## config.mk

```make
export PLATFORM = sky130hd
export DESIGN_NAME = idex_fp
export DESIGN_NICKNAME = d
export VERILOG_FILES = /design/src/rtl/idex_fp.sv
export SDC_FILE = /design/constraint.sdc
export NUM_CORES = 1
export LEC_CHECK = 0
export ABC_AREA = 1
export CORE_MARGIN = 2
export CORE_UTILIZATION = 36
export DETAILED_ROUTE_END_ITERATION = 10
export PLACE_DENSITY = 0.83
export REMOVE_ABC_BUFFERS = 1
export SLEW_MARGIN = 20
export SYNTH_ARGS = -nofsm -noshare
export SYNTH_HDL_FRONTEND = slang
export SYNTH_SLANG_ARGS = --single-unit
```

## constraint.sdc

```tcl
create_clock -name clk -period 1.2 [get_ports clk]
set_clock_uncertainty 0.05 [all_clocks]
set_input_delay 0.12 -clock clk [delete_from_list [all_inputs] [get_ports clk]]
set_output_delay 0.12 -clock clk [all_outputs]
set_load 0.01 [all_outputs]
```

## src/rtl/idex_fp.sv

```systemverilog
// ID/EX pipeline register for the 16-bit datapath.
// Captures the decoded control fields, forward-PC flag, operands, immediate and
// source register numbers, and presents them to EX one cycle later. A flush
// clears only the control fields, which turns the slot into a bubble. The data
// fields still load so that forwarding compares see sane values.
// Optional feature: define IDEXFP_STALL_EN to add a stall input that holds all
// outputs. Reset and flush both override stall.
module idex_fp #(
    parameter int unsigned DATA_W = 16,
    parameter int unsigned REG_AW = 4
) (
    input  logic              clk,
    input  logic              reset,
    input  logic              FPC,
    input  logic              flush,
`ifdef IDEXFP_STALL_EN
    input  logic              stall,
`endif
    input  logic [1:0]        WB,
    input  logic [2:0]        M,
    input  logic [3:0]        EX,
    input  logic [DATA_W-1:0] op1,
    input  logic [DATA_W-1:0] op2,
    input  logic [DATA_W-1:0] imm_value,
    input  logic [REG_AW-1:0] readReg1,
    input  logic [REG_AW-1:0] readReg2,
    output logic              FPCreg,
    output logic [1:0]        WBreg,
    output logic [2:0]        Mreg,
    output logic [3:0]        EXreg,
    output logic [DATA_W-1:0] op1reg,
    output logic [DATA_W-1:0] op2reg,
    output logic [DATA_W-1:0] imm_valuereg,
    output logic [REG_AW-1:0] readReg1reg,
    output logic [REG_AW-1:0] readReg2reg
);

    logic hold;

`ifdef IDEXFP_STALL_EN
    assign hold = stall;
`else
    assign hold = 1'b0;
`endif

    // Pipeline register: reset > flush > stall > load.
    always_ff @(posedge clk) begin
        if (reset) begin
            FPCreg       <= 1'b0;
            WBreg        <= '0;
            Mreg         <= '0;
            EXreg        <= '0;
            op1reg       <= '0;
            op2reg       <= '0;
            imm_valuereg <= '0;
            readReg1reg  <= '0;
            readReg2reg  <= '0;
        end else if (flush) begin
            // Bubble: kill control, keep data flowing.
            FPCreg       <= 1'b0;
            WBreg        <= '0;
            Mreg         <= '0;
            EXreg        <= '0;
            op1reg       <= op1;
            op2reg       <= op2;
            imm_valuereg <= imm_value;
            readReg1reg  <= readReg1;
            readReg2reg  <= readReg2;
        end else if (!hold) begin
            FPCreg       <= FPC;
            WBreg        <= WB;
            Mreg         <= M;
            EXreg        <= EX;
            op1reg       <= op1;
            op2reg       <= op2;
            imm_valuereg <= imm_value;
            readReg1reg  <= readReg1;
            readReg2reg  <= readReg2;
        end
    end

endmodule

```

==> out/qor.csv <==
stage;metric;value;unit
global_routing;routing usage on met1;0.178;
global_routing;GRT overflow;0;
route;via count;1588;
synthesis;Post-Syn Area;0.00189;mm^2
place;Buffers on Ports;134;
floorplanning;Die X;76.5;um
global_routing;met2 Usage GRT;0.286;
clock_tree;clk slew on worst S/H paths;70;ps
synthesis;Seq/Total Area, Yosys;0.698;
power;Peak VDD IR;1.05;mV
timing;final number of max-transition violations;0;
run_status;status;completed;
global_routing;pin count of the biggest net entering global routing;42;
worst_setup_path;CP cell instances;dlygate4sd2_1;
route;initial DRC count;22;
timing;final hold violations;0;
floorplanning;core area;0.00507;mm^2
worst_setup_path;required time worst endpoint;1030;ps
layout;layout overhead on the synthesized area;78.1;%
global_routing;met3 usage;0.0687;
synthesis;Yosys warning count;0;
min_path;Worst Hold Path EP;op1reg[6];
global_routing;first-pass GRT wire length;7550;um
timing;Achievable Freq;0.935;GHz
clock_tree;root buf cell;clkbuf_8;
place;placer congestion estimate;0.709;
synthesis;Synth Area per Inst;9.14;um^2
min_path;hold wc startpoint;reset;
worst_setup_path;crit-path max FO;1;
timing;Final min period;1070;ps
worst_setup_path;Crit Path Category;flop to primary output;
clock_tree;CTS H-Tree Depth;3;
global_routing;GRT Total Usage;0.166;
global_routing;vias in the first global route;1655;
power;total power;4.47;mW
power;PD cells;1330;mW/mm^2
worst_setup_path;cell family with most CP delay;flip-flops;
route;Routed Antenna Nets;0;
route;WL/cell;10.7;um
worst_setup_path;Crit path largest cell delay;310;ps
worst_setup_path;Crit. End Element;primary output;
synthesis;proportion of netlist area held by the largest area contributor;0.698;
floorplanning;IO Pins;135;
layout;cell area after layout;0.00337;mm^2
worst_setup_path;Slowest cell on crit path;dfxtp_1;
clock_tree;clk buf depth;2;
min_path;Min-Delay Path Class;input port to flop;
timing;Slew headroom;0.881;
clock_tree;clk sinks;66;
timing;TNS Setup;0;ps
floorplanning;# rows;26;
worst_setup_path;Worst Setup Start Kind;flop;
min_path;hold path cells;3;
synthesis;top area cells in the synthesized netlist;dfxtp_1, inv_1, nor2_1;
clock_tree;CTS tree;yes;
synthesis;dominant cell type by area after synthesis;dfxtp_1;
worst_setup_path;Buf/Inv on CP;1;
worst_setup_path;CP Data Arrival Time;900;ps
place;DP Area;0.00328;mm^2
timing;Tcrit/Tclk final;0.891;
power;Leakage;1.87;nW
layout;Layout Nets;417;
clock_tree;Num CTS Buffers;9;
floorplanning;Die Height;76.5;um
place;DP HPWL;3530;um
route;detailed-route wire length;4530;um
floorplanning;die area;0.00585;mm^2
timing;# setup viols final;0;
route;Initial DRT Pass Iterations;4;
synthesis;register bit total from synthesis;66;
route;Residual DRC;0;
clock_tree;cts hold-fix bufs;0;
global_routing;Most Crowded Layer GR;met2;
layout;final core occ;0.664;
route;vias per std cell;3.76;
timing;Worst Tran Pin Value;178;ps
synthesis;Distinct cells, synth;6;
global_routing;initial antenna violation count;0;
layout;fraction of layout cells with a size suffix above 1;0.0511;
timing;RSZ-0062 raised after global routing;no;
synthesis;Syn Inst Count;207;
job;max-cap violation count;0;
layout;n_diodes;0;
floorplanning;Initial Utilization;0.373;
## flip-flops by register name, indices dropped and copies added, names as in the netlist
name          flops
readReg1reg       4
op2reg           16
Mreg              3
EXreg             4
readReg2reg       4
WBreg             2
imm_valuereg     16
FPCreg            1
op1reg           16
## how the worst max path moves through the flow
stage	start	to	slack [ps]	cells past startpoint
floorplan	EXreg[0]	EXreg[0]	700	0
global route	imm_valuereg[12]	imm_valuereg[12]	70	1
finish	imm_valuereg[12]	imm_valuereg[12]	130	1
global placement	op2reg[10]	op2reg[10]	200	1
detailed placement	flush	Mreg[1]	140	4
CTS	imm_valuereg[12]	imm_valuereg[12]	100	1
## cell usage in the layout (no fill, tap or decap)
| cell | count |
|---|---|
| buf_12 | 1 |
| buf_2 | 1 |
| buf_4 | 1 |
| clkbuf_1 | 1 |
| clkbuf_8 | 11 |
| clkdlybuf4s50_1 | 67 |
| clkinv_2 | 3 |
| dfxtp_1 | 66 |
| dlygate4sd2_1 | 66 |
| inv_1 | 68 |
| nand2_2 | 1 |
| nor2_1 | 66 |
## stage by stage
step                      std cells  hold slack (ps)  worst slack (ps)
after floorplan                 201              141               699
after global placement          407              525               200
after detailed placement        407              535               145
after CTS                       422              194              96.6
after global routing            422              208              71.5
final                           422              202               130
## cell usage after synthesis
library cell and count:
inv_1 68, dfxtp_1 66, nor2_1 66, buf_6 5, buf_2 1, nand2_2 1
## per-layer routing
metal | part of all wire | wire (um)
met3 | 0.089 | 404
met4 | 0.011 | 52
met2 | 0.49 | 2230
met5 | 0 | 0
met1 | 0.41 | 1840
## final cells by class
class,instances,area [um^2]
Multi-Input combinational cell,67,254
Clock buffer,12,155
Clock inverter,3,15.0
Fill cell,453,1710
Tap cell,70,87.6
Inverter,68,255
Timing Repair Buffer,136,1280
Sequential cell,66,1320
## kinds of logic (layout without fill, tap and decap cells)
family,Yosys count,in the layout,synth area share
AND/OR/NAND/NOR,67,67,0.134
buffers and inverters,74,219,0.167
flip-flops,66,66,0.698
## report_power, final
| group | internal (mW) | leakage [nW] | switching (mW) |
|---|---|---|---|
| combinational | 0.341 | 1.23 | 0.216 |
| clock | 0.842 | 0.0920 | 0.744 |
| sequential | 2.30 | 0.549 | 0.0236 |
| total | 3.49 | 1.87 | 0.984 |
## repair_timing
item                                    CTS  global route
endpoints found under the setup margin   66             0
buffers inserted                          0             0
resized for setup                        66             0
No activity file was read; power rests on OpenSTA's default activity.
